`config.mk`:
```
export PLATFORM = sky130hd
export DESIGN_NAME = vga_sync_gen
export DESIGN_NICKNAME = d
export VERILOG_FILES = /design/src/rtl/vga_timing_pkg.sv /design/src/rtl/vga_axis_counter.sv /design/src/rtl/vga_sync_gen.sv
export SDC_FILE = /design/constraint.sdc
export NUM_CORES = 1
export LEC_CHECK = 0
export ABC_AREA = 1
export BUFFER_PORTS_ARGS = -buffer_cell sky130_fd_sc_hd__buf_4
export CORE_ASPECT_RATIO = 1.4
export CORE_MARGIN = 4
export CORE_UTILIZATION = 30
export CTS_CLUSTER_SIZE = 20
export DETAILED_ROUTE_END_ITERATION = 8
export SKIP_CTS_REPAIR_TIMING = 1
export SLEW_MARGIN = 20
export SYNTH_ARGS = -nofsm -noshare
export SYNTH_HDL_FRONTEND = slang
export SYNTH_SLANG_ARGS = --single-unit
```
`constraint.sdc`:
```
create_clock -name clk_in -period 2.6 [get_ports clk_in]
set_input_delay 0 -clock clk_in [delete_from_list [all_inputs] [get_ports clk_in]]
set_output_delay 0 -clock clk_in [all_outputs]
set_load 0.05 [all_outputs]
```
`src/rtl/vga_timing_pkg.sv`:
```
// ============================================================================
// Package     : vga_timing_pkg
// Description : 640x480@60 raster timing constants shared by the VGA sync
//               generator and its axis counters.
// Revision    : 1.0 - initial release
// ============================================================================
`default_nettype none

package vga_timing_pkg;

  // Horizontal timing, in pixels
  localparam int unsigned VGA_H_VISIBLE = 640;
  localparam int unsigned VGA_H_FRONT   = 16;
  localparam int unsigned VGA_H_SYNC    = 96;
  localparam int unsigned VGA_H_BACK    = 48;

  // Vertical timing, in lines
  localparam int unsigned VGA_V_VISIBLE = 480;
  localparam int unsigned VGA_V_FRONT   = 10;
  localparam int unsigned VGA_V_SYNC    = 2;
  localparam int unsigned VGA_V_BACK    = 33;

  // Default counter / coordinate width
  localparam int unsigned VGA_CW = 10;

  // Length of one axis period (visible + porches + sync)
  function automatic int unsigned axis_total(
    input int unsigned visible,
    input int unsigned front,
    input int unsigned sync,
    input int unsigned back
  );
    return visible + front + sync + back;
  endfunction

  localparam int unsigned VGA_H_TOTAL =
    axis_total(VGA_H_VISIBLE, VGA_H_FRONT, VGA_H_SYNC, VGA_H_BACK);
  localparam int unsigned VGA_V_TOTAL =
    axis_total(VGA_V_VISIBLE, VGA_V_FRONT, VGA_V_SYNC, VGA_V_BACK);

endpackage

`default_nettype wire

```
`src/rtl/vga_axis_counter.sv`:
```
// ============================================================================
// Module      : vga_axis_counter
// Description : Enabled modulo-TOTAL counter for one raster axis. Exposes the
//               next count (so downstream registers can track the counter with
//               zero latency) and a flag marking the last position.
// Revision    : 1.0 - initial release
// ============================================================================
`default_nettype none

module vga_axis_counter #(
  parameter int unsigned TOTAL = 800,
  parameter int unsigned CW    = 10
) (
  input  logic          clk_in,
  input  logic          rst_n,
  input  logic          en_i,
  output logic [CW-1:0] next_o,
  output logic          last_o
);

  localparam logic [CW-1:0] LAST = CW'(TOTAL - 1);

  logic [CW-1:0] count_q;
  logic [CW-1:0] count_d;

  // Next count: advance when enabled, wrapping from LAST back to zero
  always_comb begin
    count_d = count_q;
    if (en_i) begin
      count_d = (count_q == LAST) ? '0 : count_q + 1'b1;
    end
  end

  // Count register; reset parks on LAST so the first enable lands on zero
  always_ff @(posedge clk_in or negedge rst_n) begin
    if (!rst_n) begin
      count_q <= LAST;
    end else begin
      count_q <= count_d;
    end
  end

  assign next_o = count_d;
  assign last_o = (count_q == LAST);

endmodule

`default_nettype wire

```
`src/rtl/vga_sync_gen.sv`:
```
// ============================================================================
// Module      : vga_sync_gen
// Description : VGA raster timing generator. Advances one pixel per pix_en
//               strobe and drives sync, visible-area and coordinate outputs,
//               all registered from the next counter values so they always
//               agree with the current (h,v) position.
// Revision    : 1.0 - initial release
// ============================================================================
`default_nettype none

module vga_sync_gen
  import vga_timing_pkg::*;
#(
  parameter int unsigned H_VISIBLE = VGA_H_VISIBLE,
  parameter int unsigned H_FRONT   = VGA_H_FRONT,
  parameter int unsigned H_SYNC    = VGA_H_SYNC,
  parameter int unsigned H_BACK    = VGA_H_BACK,
  parameter int unsigned V_VISIBLE = VGA_V_VISIBLE,
  parameter int unsigned V_FRONT   = VGA_V_FRONT,
  parameter int unsigned V_SYNC    = VGA_V_SYNC,
  parameter int unsigned V_BACK    = VGA_V_BACK,
  parameter logic        SYNC_POL  = 1'b0,
  parameter int unsigned CW        = VGA_CW
) (
  input  logic          clk_in,
  input  logic          rst_n,
  input  logic          pix_en,
  output logic          hsync,
  output logic          vsync,
  output logic          video_on,
  output logic [CW-1:0] pixel_x,
  output logic [CW-1:0] pixel_y,
  output logic          line_start,
  output logic          frame_start
);

  localparam int unsigned H_TOTAL = axis_total(H_VISIBLE, H_FRONT, H_SYNC, H_BACK);
  localparam int unsigned V_TOTAL = axis_total(V_VISIBLE, V_FRONT, V_SYNC, V_BACK);

  // Inclusive window bounds, kept inside CW bits so no compare can overflow
  localparam logic [CW-1:0] H_VIS_LAST = CW'(H_VISIBLE - 1);
  localparam logic [CW-1:0] V_VIS_LAST = CW'(V_VISIBLE - 1);
  localparam logic [CW-1:0] HS_FIRST   = CW'(H_VISIBLE + H_FRONT);
  localparam logic [CW-1:0] HS_LAST    = CW'(H_VISIBLE + H_FRONT + H_SYNC - 1);
  localparam logic [CW-1:0] VS_FIRST   = CW'(V_VISIBLE + V_FRONT);
  localparam logic [CW-1:0] VS_LAST    = CW'(V_VISIBLE + V_FRONT + V_SYNC - 1);

  // Both axis periods must fit in the counter width
  if (H_TOTAL > (64'd1 << CW)) begin : g_h_total_check
    $error("vga_sync_gen: H_TOTAL does not fit in CW bits");
  end
  if (V_TOTAL > (64'd1 << CW)) begin : g_v_total_check
    $error("vga_sync_gen: V_TOTAL does not fit in CW bits");
  end

  logic [CW-1:0] h_d;
  logic [CW-1:0] v_d;
  logic          h_last;
  logic          v_last;
  logic          v_en;

  // Vertical axis only steps on the strobe that wraps the horizontal axis
  assign v_en = pix_en & h_last;

  vga_axis_counter #(
    .TOTAL (H_TOTAL),
    .CW    (CW)
  ) u_h_counter (
    .clk_in (clk_in),
    .rst_n  (rst_n),
    .en_i   (pix_en),
    .next_o (h_d),
    .last_o (h_last)
  );

  vga_axis_counter #(
    .TOTAL (V_TOTAL),
    .CW    (CW)
  ) u_v_counter (
    .clk_in (clk_in),
    .rst_n  (rst_n),
    .en_i   (v_en),
    .next_o (v_d),
    .last_o (v_last)
  );

  logic          hsync_q,       hsync_d;
  logic          vsync_q,       vsync_d;
  logic          video_on_q,    video_on_d;
  logic [CW-1:0] pixel_x_q,     pixel_x_d;
  logic [CW-1:0] pixel_y_q,     pixel_y_d;
  logic          line_start_q,  line_start_d;
  logic          frame_start_q, frame_start_d;

  // Decode outputs from the position the counters move to on this edge
  always_comb begin
    hsync_d       = ((h_d >= HS_FIRST) && (h_d <= HS_LAST)) ? SYNC_POL : ~SYNC_POL;
    vsync_d       = ((v_d >= VS_FIRST) && (v_d <= VS_LAST)) ? SYNC_POL : ~SYNC_POL;
    video_on_d    = (h_d <= H_VIS_LAST) && (v_d <= V_VIS_LAST);
    pixel_x_d     = video_on_d ? h_d : '0;
    pixel_y_d     = video_on_d ? v_d : '0;
    line_start_d  = v_en;
    frame_start_d = v_en & v_last;
  end

  // Output registers; pulses self-clear because the wrap flag cannot repeat
  // on consecutive strobes
  always_ff @(posedge clk_in or negedge rst_n) begin
    if (!rst_n) begin
      hsync_q       <= ~SYNC_POL;
      vsync_q       <= ~SYNC_POL;
      video_on_q    <= 1'b0;
      pixel_x_q     <= '0;
      pixel_y_q     <= '0;
      line_start_q  <= 1'b0;
      frame_start_q <= 1'b0;
    end else begin
      hsync_q       <= hsync_d;
      vsync_q       <= vsync_d;
      video_on_q    <= video_on_d;
      pixel_x_q     <= pixel_x_d;
      pixel_y_q     <= pixel_y_d;
      line_start_q  <= line_start_d;
      frame_start_q <= frame_start_d;
    end
  end

  assign hsync       = hsync_q;
  assign vsync       = vsync_q;
  assign video_on    = video_on_q;
  assign pixel_x     = pixel_x_q;
  assign pixel_y     = pixel_y_q;
  assign line_start  = line_start_q;
  assign frame_start = frame_start_q;

endmodule

`default_nettype wire

```
After elaboration in Yosys (flattened, before gate mapping):

Cells that the tools add are included.

* $lt $le $gt $ge: 6
* reductions and logical operators: 3
* muxes and demuxes: 8
* add/subtract/negate cells: 2
* equal/unequal tests: 2
* bitwise logic cells: 2

Operator list (count)
* 10-bit 2-to-1 mux: 6
* 10-bit by 1-bit adder with 10-bit output (second input constant): 2
* 10-bit == test (second input constant): 2
* 10-bit less-or-equal comparator (second input constant): 2
* 10-bit by 9-bit less-or-equal comparator with 1-bit output (second input constant): 2
* 10-bit greater-or-equal comparator (second input constant): 1
* 10-bit by 9-bit greater-or-equal comparator with 1-bit output (second input constant): 1
* 1-bit logical AND: 3
* 1-bit AND: 2
* 1-bit 2-to-1 mux: 2

* register bits: 45
* logic and storage cells: 32

Logic depth before layout (Yosys ltp):

* depth after elaboration: 6
* mapped depth: 14

Hierarchy:

A second synthesis with hierarchy kept.

* cell total of the unflattened synthesis: 242
* area total of the unflattened synthesis: 2092.0 µm²

Modules (own cells, without submodules)
* vga_sync_gen: cells an instance 86, area an instance 897.1 µm², instances 1
* vga_axis_counter at u_v_counter: cells an instance 88, area an instance 636.9 µm², instances 1
* vga_axis_counter at u_h_counter: cells an instance 68, area an instance 558.0 µm², instances 1

Worst setup path after synthesis:

Ideal clock, no wire load.

* path kind: flip-flop to flip-flop
* start: register u_h_counter.count_q[0]
* end: register pixel_x_q[8], in the netlist pixel_x[8]
* data arrival time: 1.848 ns
* buffers on the path: 1
* cell stages (with the launch flop): 13
* slack: 0.683 ns
* data required time: 2.531 ns
* library setup time: 0.069 ns
* path through: dfstp_2 -> ha_1 -> nand3_1 -> nor2_2 -> nand3_4 -> nand2_2 -> inv_2 -> nor2_4 -> nor2_1 -> nand3_2 -> nand3_4 -> buf_12 -> nor2_2

* longest elaborated chain between the ends: 6
* elaborated cells on any way between the ends: 10
* those cells by class: add/sub (1); order compare (2); eq/ne (1); mux (4); bitwise (1); reduce/logical (1)

Ends and longest elaborated chain
* start: declaration: line vga_axis_counter.sv:23 `logic [CW-1:0] count_q;`
* start signal: assignment: line vga_axis_counter.sv:39 `count_q <= count_d;`
* 10-bit by 1-bit adder with 10-bit output or 10-bit == test (tied branches): line vga_axis_counter.sv:30, vga_axis_counter.sv:44
* 10-bit 2-to-1 mux or 1-bit AND (tied branches): line vga_axis_counter.sv:30, vga_sync_gen.sv:63
* 10-bit 2-to-1 mux: line vga_axis_counter.sv:29 `if (en_i) begin`
* 10-bit less-or-equal comparator or 10-bit by 9-bit less-or-equal comparator with 1-bit output (tied branches): line vga_sync_gen.sv:99 `video_on_d = (h_d <= H_VIS_LAST) && (v_d <= V_VIS_LAST);`
* 1-bit logical AND: line vga_sync_gen.sv:99
* 10-bit 2-to-1 mux *: line vga_sync_gen.sv:100 `pixel_x_d = video_on_d ? h_d : '0;`
* via pixel_x_d[8]: line vga_sync_gen.sv:90 `logic [CW-1:0] pixel_x_q, pixel_x_d;`
* end signal: assignment: line vga_sync_gen.sv:121 `pixel_x_q <= pixel_x_d;`
* end: declaration: line vga_sync_gen.sv:90

The timed path passes the listed nets; every way through them passes the cells marked *.

Worst setup path after layout:

* start: register u_h_counter.count_q[0]
* end: register pixel_x_q[0], in the netlist pixel_x[0]

The elaborated chain is that of the path after synthesis.

==> flow_summary.ini <==
[cells_and_area]
syn_to_final_growth_pct = 17.5
layout-drive-gt1-share_pct = 30.1
n_antenna_cell = 0
stdcell_count = 403
fin_nets = 311

[sta]
holdWs_ns = 0.0162
period_needed_ns = 2.28
clock-skew-final_ns = 0.00980
relSlewSlack_pct = 63.2
max_slew.worst_pin.slew_ns = 0.552
fin_crit_sh_pct = 87.7
hold_viol = 0
fmax_ghz = 0.439
setup_violations = 0
finalSetupTns_ns = 0
rsz0062_at_grt = false
slew_viol_final = 0
timing.final.ws_setup_ns = 0.321

[yosys]
synth-seq-cells = 45
synth_area_leaders = dfrtp_1, dfstp_2, nand2_1
synth-seq-area-share_pct = 49.2
synth_top_flop_cell = dfrtp_1
synth_common_cells = nand2_1, inv_1, dfrtp_1, nor2_1, nand3_1
syn_area_um2 = 2320
synth_top_cell_area_share_pct = 35.6
synth_nets = 279
synth.distinct_cells = 28
synth_most_common_cell = nand2_1
synth.avg_cell_area_um2 = 8.50
async_reset_ff_share_pct = 100
yosys_warnings = 0
synth_edf_count = 0
syn-instance-count = 273
yosys.area.top_type = dfrtp_1

[grt]
antenna_found_initial = 0
grt_pass1_vias = 1817
grt_pass1_wl_um = 8170
grt_use_total_pct = 11.6
grt_start_max_net_pins = 46
grt.overflow.total = 0

[setup_path]
crit_fanout = 19
required_ns = 2.82
cp_slowest_cell = dfstp_2
start_kind = flop
path_cells = ha_1 > nand3_1 > nor2_2 > nand3_4 > inv_2 > nand2_1 > nand2_2 > nor2_1 > nand3_2 > nand3_4 > nor2_1
critical_path_buf_inv_count = 1
critPathArrivalTime_ns = 2.50
slowest_delay_ns = 0.56
cp-end-kind = flop
cp_top_family = simple AND/OR/NAND/NOR gates
criticalPathCategory = reg -> reg

[clock_network]
cts.sinks = 45
cts_root_buffer = clkbuf_8
cts_tree = built
clkTransAtPathRegs_ns = 0.08
clockBufferDepth = 2
clk_latency_ns = 0.30
cts_buffers = 5
htree_levels = 2

[die]
core_um2 = 7450
die_h_um = 112
die_x_um = 82.3
io_pins = 28
die-area_um2 = 9230
rows = 37
initial_core_util_pct = 31.1

[placement]
place_inst = 394
post-place-ws_ns = 0.309
place.gp.congestion = 0.861
hpwl_um = 3660
io_buffers = 27

[hold_path]
holdCritPathClass = in -> reg

[pwr]
p_per_area_nw_per_um2 = 944
ir_drop_mv = 0.275
p_leak_uw = 0.00138

[drt]
drtIter0Drc = 70
wl_um = 4740
firstDrtPassIters = 5
num_vias = 1753
post_drt_wl_per_cell_um = 11.8
vias_per_cell = 4.35
drc_errors = 0
drtAntennaViolNets = 0

[run_status]
outcome = complete, no violations

[flow_run]
drv_cap = 0
==> flip-flops by register name, indices dropped and copies added (netlist names) <==
signal,cells
frame_start,1
hsync,1
line_start,1
pixel_x,10
pixel_y,10
u_h_counter.count_q,10
u_v_counter.count_q,10
video_on,1
vsync,1
==> worst register-to-register path: cells and delay by family (launching register included) <==
kind	cells	cell delay, ns
simple gates	9	1.27
buf+inv	1	0.14
fa+ha+maj	1	0.24
flops	1	0.56
==> area by class of cell <==
class / instances / area (um^2)
Clock inverter: 2 / 38.8
Fill cell: 760 / 4730
Inverter: 53 / 199
Timing Repair Buffer: 28 / 213
Clock buffer: 6 / 72.6
Multi-Input combinational cell: 172 / 942
Tap cell: 97 / 121
Sequential cell: 45 / 1140
==> through the flow <==
step                      utilization, %  total power [uW]  area (um^2)
after floorplan                        -              1860         2320
after detailed placement            35.0              2090         2610
final                               36.6              2580         2730
after CTS                           36.5              2620         2720
after global placement              35.0              2080         2610
after global routing                36.6              2770         2730
==> cell families (layout without fill, tap and decap cells) <==
group / Yosys count / count (layout) / synth area share [%]
DFF: 45 / 45 / 49.2
xor gates and xnor gates: 4 / 4 / 1.51
buffers and inverters: 56 / 89 / 10.2
AOI/OAI and AO/OA: 7 / 7 / 1.56
other: 1 / 1 / 0.162
and+or+nand+nor: 157 / 157 / 35.7
adders and majority gates: 3 / 3 / 1.62
==> worst paths after layout <==
check	startpoint	end	slack, ns	cells after the start
min reg2reg	u_v_counter.count_q[9]	u_v_counter.count_q[9]	0.54	2
max in group asynchronous	rst_n	u_v_counter.count_q[9]	1.98	2
min	pix_en	u_h_counter.count_q[0]	0.02	2
min in group asynchronous	rst_n	pixel_x[5]	0.24	2
max	u_h_counter.count_q[0]	pixel_x[0]	0.32	11
max reg2reg	u_h_counter.count_q[0]	pixel_x[0]	0.32	11
==> metal layers <==
layer / GRT usage [%] / vias to the layer above / wire, um
li1: - / 884 / -
met1: 11.8 / 825 / 1720
met2: 21.1 / 34 / 2680
met3: 2.65 / 10 / 184
met4: 5.65 / 0 / 151
met5: 0 / - / 0
==> power breakdown <==
part	total (uW)	leakage, uW	switching, uW	internal, uW
Combinational	1030	0.000771	748	284
Sequential	1030	0.000551	126	899
Clock	519	0.0000554	231	288
==> cells in the final DEF (no fill, tap or decap), types with 6 or more instances in the layout <==
cell type,n
nand4_1,6
inv_2,9
dfrtp_1,33
nor2_1,33
nor2_4,10
dfstp_2,12
buf_4,27
nor2_2,11
nand3_1,14
nand2_2,7
inv_1,44
nand2_1,62
No activity file was read; power rests on OpenSTA's default activity.
